<file path="src/rtl/hamming_decoder.sv">
// Two-stage Hamming(9,5) single-error-correcting decoder with valid/ready flow
// control and saturating statistics for delivered, corrected and bad words.
module hamming_decoder #(
  parameter int CNT_W = 16
) (
  input  logic             clk,
  input  logic             rst,
  input  logic             in_valid,
  output logic             in_ready,
  input  logic [0:8]       in_data,
  output logic             out_valid,
  input  logic             out_ready,
  output logic [0:4]       out_data,
  output logic [3:0]       out_syn,
  output logic             out_corr,
  output logic             out_bad,
  input  logic             cnt_clr,
  output logic [CNT_W-1:0] cnt_words,
  output logic [CNT_W-1:0] cnt_corr,
  output logic [CNT_W-1:0] cnt_bad
);

  logic             w_s1_adv;
  logic             w_s2_adv;
  logic             w_out_hs;
  logic [0:8]       w_fixed;
  logic [0:4]       w_data;
  logic             w_corr;
  logic             w_bad;

  logic             r_vld_p1;
  logic [0:8]       r_code_p1;
  logic [3:0]       r_syn_p1;

  logic             r_vld_p2;
  logic [0:4]       r_data_p2;
  logic [3:0]       r_syn_p2;
  logic             r_corr_p2;
  logic             r_bad_p2;

  logic [CNT_W-1:0] r_cnt_words;
  logic [CNT_W-1:0] r_cnt_corr;
  logic [CNT_W-1:0] r_cnt_bad;

  function automatic logic [3:0] calc_syndrome(input logic [0:8] cw);
    logic [3:0] s;
    s = '0;
    for (int i = 0; i < 9; i++) begin
      if (cw[i]) s = s ^ 4'(i + 1);
    end
    return s;
  endfunction

  function automatic logic [CNT_W-1:0] sat_inc(input logic [CNT_W-1:0] c, input logic en);
    return (en && (c != '1)) ? c + CNT_W'(1) : c;
  endfunction

  assign w_s2_adv = !r_vld_p2 || out_ready;
  assign w_s1_adv = !r_vld_p1 || w_s2_adv;
  assign w_out_hs = r_vld_p2 && out_ready;
  assign in_ready = w_s1_adv;

  // Stage 1: capture the accepted codeword and its syndrome
  always_ff @(posedge clk) begin
    if (rst) begin
      r_vld_p1 <= 1'b0;
    end else if (w_s1_adv) begin
      r_vld_p1 <= in_valid;
    end
    if (in_valid && w_s1_adv) begin
      r_code_p1 <= in_data;
      r_syn_p1  <= calc_syndrome(in_data);
    end
  end

  // Syndromes 10..15 point outside the 9-bit word, so nothing is flipped
  always_comb begin
    w_fixed = r_code_p1;
    for (int i = 0; i < 9; i++) begin
      if (r_syn_p1 == 4'(i + 1)) w_fixed[i] = ~r_code_p1[i];
    end
    w_data = {w_fixed[2], w_fixed[4], w_fixed[5], w_fixed[6], w_fixed[8]};
    w_corr = (r_syn_p1 != 4'd0) && (r_syn_p1 <= 4'd9);
    w_bad  = (r_syn_p1 >= 4'd10);
  end

  // Stage 2: corrected data and status presented downstream
  always_ff @(posedge clk) begin
    if (rst) begin
      r_vld_p2  <= 1'b0;
      r_data_p2 <= '0;
      r_syn_p2  <= '0;
      r_corr_p2 <= 1'b0;
      r_bad_p2  <= 1'b0;
    end else if (w_s2_adv) begin
      r_vld_p2 <= r_vld_p1;
      if (r_vld_p1) begin
        r_data_p2 <= w_data;
        r_syn_p2  <= r_syn_p1;
        r_corr_p2 <= w_corr;
        r_bad_p2  <= w_bad;
      end
    end
  end

  // Statistics: clear wins over a same-cycle handshake
  always_ff @(posedge clk) begin
    if (rst || cnt_clr) begin
      r_cnt_words <= '0;
      r_cnt_corr  <= '0;
      r_cnt_bad   <= '0;
    end else begin
      r_cnt_words <= sat_inc(r_cnt_words, w_out_hs);
      r_cnt_corr  <= sat_inc(r_cnt_corr, w_out_hs && r_corr_p2);
      r_cnt_bad   <= sat_inc(r_cnt_bad, w_out_hs && r_bad_p2);
    end
  end

  assign out_valid = r_vld_p2;
  assign out_data  = r_data_p2;
  assign out_syn   = r_syn_p2;
  assign out_corr  = r_corr_p2;
  assign out_bad   = r_bad_p2;
  assign cnt_words = r_cnt_words;
  assign cnt_corr  = r_cnt_corr;
  assign cnt_bad   = r_cnt_bad;

endmodule

</file>
<file path="config.mk">
export PLATFORM = sky130hd
export DESIGN_NAME = hamming_decoder
export DESIGN_NICKNAME = d
export VERILOG_FILES = /design/src/rtl/hamming_decoder.sv
export SDC_FILE = /design/constraint.sdc
export NUM_CORES = 1
export LEC_CHECK = 0
export BUFFER_PORTS_ARGS = -buffer_cell sky130_fd_sc_hd__buf_2
export CAP_MARGIN = 10
export CORE_ASPECT_RATIO = 1.1
export CORE_MARGIN = 4
export CORE_UTILIZATION = 50
export CTS_BUF_LIST = sky130_fd_sc_hd__clkbuf_4 sky130_fd_sc_hd__clkbuf_8
export DETAILED_ROUTE_END_ITERATION = 10
export PLACE_DENSITY = 0.77
export RECOVER_POWER = 50
export REMOVE_ABC_BUFFERS = 1
export SETUP_SLACK_MARGIN = 0.2
export SYNTH_ARGS = -nofsm -noshare
export SYNTH_HDL_FRONTEND = slang
export SYNTH_SLANG_ARGS = --single-unit
</file>
<file path="constraint.sdc">
create_clock -name clk -period 1.8 [get_ports clk]
set_input_delay 0.27 -clock clk [delete_from_list [all_inputs] [get_ports clk]]
set_output_delay 0.27 -clock clk [all_outputs]
set_load 0.1 [all_outputs]
</file>
=== Word level (Yosys, flattened, before mapping) ===
Cells that the tools add are included.
Widths: inputs -> output; s select.

* Register bits after elaboration: 72
* Bits in latches: 0
* RAM bits: 0
* Bits in read-only memories: 0
* Input bits: 14
* Output and inout port bits: 61
* Logic and storage cells: 74
* Memories kept: 0

* $add $sub $neg: 3
* $mul: 0
* Divide/modulo/power cells: 0
* Order comparisons: 2
* Equal/unequal tests: 8
* Shifts and indexed selects: 0
* Mux-type cells: 22
* Bitwise logic cells: 13
* Reduce and logical (&&, ||, !) cells: 15

{| class="wikitable"
|+ Operators with widths
! operator !! count
|-
| $add 16x1->16 const B || 3
|-
| $ne 16x16->1 const B || 3
|-
| $mux 4 || 10
|-
| $eq 4x3->1 const B || 3
|-
| $mux 3 || 4
|-
| $logic_and 1x1->1 || 8
|-
| $not 1->1 || 8
|-
| $not 2->2 || 4
|-
| $mux 1 || 6
|-
| $eq 4x2->1 const B || 1
|-
| $eq 4x4->1 const B || 1
|-
| $ge 4x4->1 const B || 1
|-
| $le 4x4->1 const B || 1
|-
| $mux 2 || 2
|-
| $reduce_bool 4->1 || 1
|-
| $logic_or 1x1->1 || 3
|-
| $not 3->3 || 1
|-
| $logic_not 1->1 || 2
|-
| $reduce_and 2->1 || 1
|}

=== Depth between registers and ports, before layout ===
Gate-level depths: netlist of run 1.

* Depth in word-level cells: 28
* Gate-level depth with buffers: 6
* Depth with buffers taken out: 5

=== Worst setup path before layout of run 1 ===
Ideal clock, no wire load.

* Kind: reg2reg
* From: register r_vld_p2 (netlist: out_valid)
* To: register r_code_p1[2] (netlist name) (enable)
* Library setup time: 0.285 ns
* Arrival: 2.466 ns
* Data required time: 1.515 ns
* Setup slack: -0.950 ns
* Stages on the path, launching flop included: 4
* Path buffers: 0
* Clock period less this slack: 2.750 ns
* Cell sequence: dfxtp_1 nor2b_1 nand2_1 and2_1

* Longest elaborated chain between the ends: 4

{| class="wikitable"
|+ Ends and longest elaborated chain
! element !! line !! source
|-
| start: declaration || 35 || <nowiki>logic r_vld_p2;</nowiki>
|-
| start signal: assignment || 96 || <nowiki>r_vld_p2 <= r_vld_p1;</nowiki>
|-
| $logic_not 1->1 || 58 || <nowiki>assign w_s2_adv = !r_vld_p2 || out_ready;</nowiki>
|-
| $logic_or 1x1->1 || 58 ||
|-
| $logic_or 1x1->1 || 59 || <nowiki>assign w_s1_adv = !r_vld_p1 || w_s2_adv;</nowiki>
|-
| net in_ready || 9 || <nowiki>output logic in_ready,</nowiki>
|-
| $logic_and 1x1->1 || 70 || <nowiki>if (in_valid && w_s1_adv) begin</nowiki>
|-
| end signal: assignment || 71 || <nowiki>r_code_p1 <= in_data;</nowiki>
|-
| end: declaration || 32 || <nowiki>logic [0:8] r_code_p1;</nowiki>
|}

The timed path passes the listed nets, and every way through them passes these cells.
A chain may end at the register's enable or synchronous reset.

=== Worst setup path in the final report of run 1 ===
* From: register r_cnt_corr[1] (netlist: cnt_corr[1])
* To: register r_cnt_corr[14] (netlist: cnt_corr[14])

* Longest elaborated chain between the ends: 2
* Elaborated cells between the ends (all ways): 3

{| class="wikitable"
|+ Ends and longest elaborated chain
! element !! line !! source
|-
| start: declaration || 42 || <nowiki>logic [CNT_W-1:0] r_cnt_corr;</nowiki>
|-
| start signal: assignment || 114 || <nowiki>r_cnt_corr <= sat_inc(r_cnt_corr, w_out_hs && r_corr_p2);</nowiki>
|-
| branches (longest 2 deep; another with $add 16x1->16) || n/a ||
|}

Parallel ways; which one is timed is not known.

==> reports/qor.csv, run 1 <==
metric,value,unit
status,finished clean,
crit_path_end,cnt_corr[14]$_SDFFE_PP0P_,
syn2layout_area_growth,39.5,%
relSlewSlack,62.9,%
cts_inserted_buffers,9,
yosysTopAreaCell,dfxtp_1,
drv_slew,0,
h-tree-depth,3,
synthDistinctLibCells,47,
crit_required,2070,ps
switching_share,26.1,%
share_comb_of_total_power,9.7,%
first_pass_iters,5,
post-route-min-period,1680,ps
grt_pass1_wl,14500,um
hpwl,6270,um
gr-usage-all-layers,22.1,%
clk_latency,350,ps
num_rows,31,
synth.most_common_cell,dfxtp_1,
place_congestion,0.822,
setup_viol,0,
final_hold_viol_count,0,
power.static_leakage,1.86,nW
clock_skew,8.74,ps
dpl_worst_slack,3.91,ps
r2r_end,cnt_corr[14]$_SDFFE_PP0P_,
grt_max_degree,25,
pin_count,75,
clock_sinks,70,
critPathLaunchType,flop,
grt_pass1_vias,3099,
drv_cap,0,
synth.area.top_cells,"dfxtp_1 (36%), edfxtp_1 (7.9%), nand2_1 (4.9%), a21oi_1 (4.5%), or4_1 (3.3%)",
cts_hold_buffers,0,
die_x,86.9,um
syn_area_per_cell,8.79,um^2
fin_nets,531,
clkSlewWorstSetupHoldPaths,80,ps
reg2reg_from,cnt_corr[1]$_SDFFE_PP0P_,
io_buffers,74,
layout-drive-gt1-share,37.6,%
via_per_inst,5.94,
min_from,in_data[4],
worst-r2r-setup-slack,120,ps
rsz0062_at_grt,yes,
worstHoldPathType,in -> reg,
grt_antenna_before_repair,0,
num_antenna_cells,0,
totalWireLength,9620,um
die_area,0.00823,mm^2
worstSetupEndpointType,flop,
max-vdd-ir-drop,0.000734,V
path_max_fanout,3,
p_int,2.64,mW
synth_top_cell_area_share,35.7,%
grt-ovfl-total,0,
fin_tns_setup,0,ps
fin_util,71.9,%
synth_cells,389,
yosysSeqAreaShare,43.6,%
synth_warnings,0,
sequentialPowerShare,46.3,%
drtIter0Drc,223,
tightest_slew,558,ps
synth_ff_type,dfxtp_1,
num_vias,3571,
clock_power_share,43.9,%
power_density,749,mW/mm^2
criticalPathCategory,reg -> reg,
cts_tree,built,
fin_crit_sh,93.2,%
instances_no_fill,601,
cts_root_buf,clkbuf_8,
ys_ff_latch,70,
regArea,0.00154,mm^2
syn_area,0.00342,mm^2
multi_input_area,0.00205,mm^2
die_h,94.7,um
core-area,0.00663,mm^2
drc_errors,0,
start_util,51.6,%
dp_cells,570,
crit_arrival,1950,ps
fillers,485,
fmax,596,MHz
whs,145,ps
avgRoutedWirePerCell,16.0,um
postRouteAntennaNets,0,
setup_ws,123,ps
p_switching,0.932,mW
cts_max_path_buffers,2,
synthTopCellsByCount,"dfxtp_1 (61), nand2_1 (45), a21oi_1 (31)",
synth-edff-count,9,
rr_worst_depth,5,
ys_async_sr_fraction,0,%
startpoint,cnt_corr[1]$_SDFFE_PP0P_,
## power groups by stage
stage	Clock (mW)	Sequential, mW	Combinational (mW)
after floorplan	0	1.82	0.114
after global placement	0	1.69	0.334
after detailed placement	0	1.69	0.340
after CTS	1.59	1.66	0.342
after global routing	1.65	1.66	0.371
final	1.57	1.66	0.347
## flip-flops by register name, indices dropped and copies added, names as in the netlist
signal     cells
cnt_bad       16
cnt_corr      16
cnt_words     16
out_bad        1
out_corr       1
out_data       5
out_syn        4
out_valid      1
r_code_p1      5
r_syn_p1       4
r_vld_p1       1
## critical path: stages (launching register included)
cell and delay (ps):
dfxtp_1 350, ha_1 230, nand2_4 70, or4_4 500, or3_1 330, a21oi_1 140
## logic make-up after synthesis
family                     share of synthesized area [%]
DFF                                                 43.6
and+or+nand+nor                                     27.9
buffers and inverters                               2.34
xor gates and xnor gates                            4.35
adders and majority gates                           1.10
AOI/OAI and AO/OA                                   18.1
muxes                                               2.63
## per-layer routing
| layer | track usage, % | part of all wire (%) | vias to the layer above |
|---|---|---|---|
| met5 | 0 | 0 | - |
| li1 | - | - | 1748 |
| met2 | 37.2 | 51 | 126 |
| met4 | 9.09 | 1.1 | 0 |
| met1 | 27.0 | 41 | 1684 |
| met3 | 4.89 | 6.6 | 13 |
## layout make-up
type                            instances  area share [%]
Multi-Input combinational cell        298            43.0
Timing Repair Buffer                  128            17.0
Clock buffer                            9            2.60
Tap cell                               82            2.15
Clock inverter                          7            2.54
Sequential cell                        70            32.2
Inverter                                7           0.551
## per-stage QoR
step           cell area, um^2  power (mW)
2_1_floorplan             3370        1.93
3_3_place_gp              4140        2.03
3_5_place_dp              4140        2.03
4_1_cts                   4510        3.58
5_1_grt                   4770        3.68
6_report                  4770        3.57
## placed cells by master, fill, tap and decap left out, types with 3 or more instances in the layout
cell type and n:
inv_1 7, or3_1 13, or4_1 11, buf_4 45, and2_1 3, xor2_1 6
o21ai_0 14, nand3_4 3, dfxtp_1 36, edfxtp_1 9, and3_1 4, mux2i_1 9
o31ai_1 12, nand2_1 42, o41ai_1 4, buf_6 5, nand3_1 16, xnor2_1 11
dfxtp_2 20, nand4_1 11, dfxtp_4 5, nor4_2 3, or4_4 4, nor3_1 11
a41o_1 3, and4_1 5, clkbuf_8 9, a21oi_1 29, clkbuf_2 34, buf_2 32
bufinv_16 3, nor2_1 24, clkbuf_1 8, nor4_1 4, a211oi_1 9
## how the worst min path moves through the flow
stage | to | slack [ps] | cells after the start
after floorplan | out_bad$_SDFFE_PP0P_ | 340 | 1
after global placement | out_syn[0]$_SDFFE_PP0P_ | 460 | 2
after detailed placement | out_syn[2]$_SDFFE_PP0P_ | 460 | 2
after CTS | r_code_p1[4]$_DFFE_PP_ | 110 | 1
after global routing | r_code_p1[4]$_DFFE_PP_ | 150 | 1
final | r_code_p1[4]$_DFFE_PP_ | 150 | 1
## repair_timing
| item | CTS | global route |
|---|---|---|
| setup endpoints to repair | 41 | 53 |
| setup buffers | 3 | 12 |
| pin swaps | 5 | 24 |
| gates resized for setup | 35 | 52 |
(Power assumes the default switching activity.)
==> inputs of run 2 (changes only) <==
- PLACE_DENSITY: 0.77 -> 0.76
- TNS_END_PERCENT: not set -> 100
==> run 2 against run 1 <==
Compared with the run above:
- final cell count decreased by 0.50%
- clock skew increased by 1.4 ps
- clock-buffer cell count increased by 2
- power decreased by 5.5%
- maximum frequency increased by 2.2%
- worst setup slack improved by 36 ps
- critical path type unchanged
- critical endpoint is now cnt_bad[13]$_SDFFE_PP0P_
==> reports/qor.csv, run 2 (synthesis results as in run 1) <==
metric,value,unit
startpoint,cnt_bad[9]$_SDFFE_PP0P_,
hpwl,6310,um
worstHoldPathType,in -> reg,
worstSetupEndpointType,flop,
syn2layout_area_growth,35.1,%
fillers,525,
cts_tree,built,
cts_inserted_buffers,9,
io_buffers,74,
status,finished clean,
clock_skew,10.2,ps
critPathLaunchType,flop,
setup_viol,0,
power.static_leakage,1.77,nW
post-route-min-period,1640,ps
layout_commonest_cell,buf_4,
drv_slew,0,
start_util,51.6,%
worst-r2r-setup-slack,160,ps
drtIter0Drc,184,
cts_hold_buffers,0,
gr-usage-all-layers,23.3,%
drv_cap,0,
core-area,0.00663,mm^2
criticalPathCategory,reg -> reg,
place_congestion,0.822,
totalWireLength,9480,um
grt-ovfl-total,0,
drc_errors,0,
h-tree-depth,3,
rsz0062_at_grt,yes,
cts_root_buf,clkbuf_8,
grt_pass1_vias,3406,
die_area,0.00823,mm^2
fin_util,69.7,%
final_hold_viol_count,0,
rr_worst_depth,4,
instances_no_fill,598,
avgRoutedWirePerCell,15.9,um
path_max_fanout,8,
grt_pass1_wl,15300,um
tightest_slew,571,ps
crit_required,2080,ps
die_x,86.9,um
clk_latency,350,ps
max-vdd-ir-drop,0.000546,V
num_rows,31,
dp_cells,569,
via_per_inst,5.96,
final_cell_mix,"buf_4 (48), nand2_1 (43), dfxtp_1 (37), clkbuf_2 (37), buf_2 (30)",
reg2reg_from,cnt_bad[9]$_SDFFE_PP0P_,
fin_crit_sh,91.2,%
layout-drive-gt1-share,36.8,%
pin_count,75,
clock_sinks,70,
relSlewSlack,62.1,%
crit_path_end,cnt_bad[13]$_SDFFE_PP0P_,
postRouteAntennaNets,0,
whs_path_depth,1,
grt_antenna_before_repair,0,
clkSlewWorstSetupHoldPaths,70,ps
r2r_end,cnt_bad[13]$_SDFFE_PP0P_,
power_density,731,mW/mm^2
die_h,94.7,um
whs,147,ps
first_pass_iters,7,
fmax,609,MHz
crit_arrival,1920,ps
num_antenna_cells,0,
fin_nets,528,
grt_max_degree,23,
cts_max_path_buffers,2,
fin_tns_setup,0,ps
num_vias,3564,
==> run 2: critical path, cell delays in order (launching register included) <==
cell and delay (ps):
dfxtp_1 460, nand4_1 220, or4_4 600, a31oi_1 200, a41o_1 110
==> run 2: how the worst min path moves through the flow <==
stage | slack, ps | from | endpoint
after global placement | 450 | out_syn[1]$_SDFFE_PP0P_ | out_syn[1]$_SDFFE_PP0P_
final | 150 | in_data[4] | r_code_p1[4]$_DFFE_PP_
after floorplan | 340 | rst | out_bad$_SDFFE_PP0P_
after global routing | 170 | in_data[4] | r_code_p1[4]$_DFFE_PP_
after CTS | 120 | in_data[4] | r_code_p1[4]$_DFFE_PP_
after detailed placement | 450 | out_syn[1]$_SDFFE_PP0P_ | out_syn[1]$_SDFFE_PP0P_
==> run 2: cell type report <==
class                   count  area [um^2]  area share, %
clock buffers              11          139           3.01
clock inverters             5         73.8           1.60
inverters                   7         26.3          0.569
multi-input cells         298         2000           43.3
flip-flops and latches     70         1530           33.1
well taps                  82          103           2.22
repair buffers            125          748           16.2
==> run 2: power by group <==
part	total, mW	internal (mW)	switching [mW]
clock	1.39	0.803	0.589
sequential	1.66	1.62	0.0366
combinational	0.331	0.0873	0.243
total	3.38	2.51	0.869
==> run 2: repair_timing <==
| action | in CTS | in global routing |
|---|---|---|
| pin swaps | 6 | 17 |
| endpoints found under the setup margin | 38 | 43 |
| setup buffers | 5 | 8 |
| resized for setup | 31 | 38 |
==> run 2: routing by layer <==
metal  wire length (um)  GRT usage [%]  part of all wire [%]
met5                  0              0                     0
met2               4870           41.3                    51
met1               3910           26.6                    41
met3                506           5.15                   5.3
met4                190           10.5                   2.0
==> run 2: stage by stage <==
| step | worst slack, ps | total power, mW | instance area (um^2) |
|---|---|---|---|
| floorplan | -1140 | 1.93 | 3370 |
| global placement | 81.3 | 2.02 | 4120 |
| detailed placement | 31.5 | 2.03 | 4120 |
| CTS | 139 | 3.39 | 4450 |
| global route | 79.6 | 3.49 | 4620 |
| finish | 159 | 3.38 | 4620 |
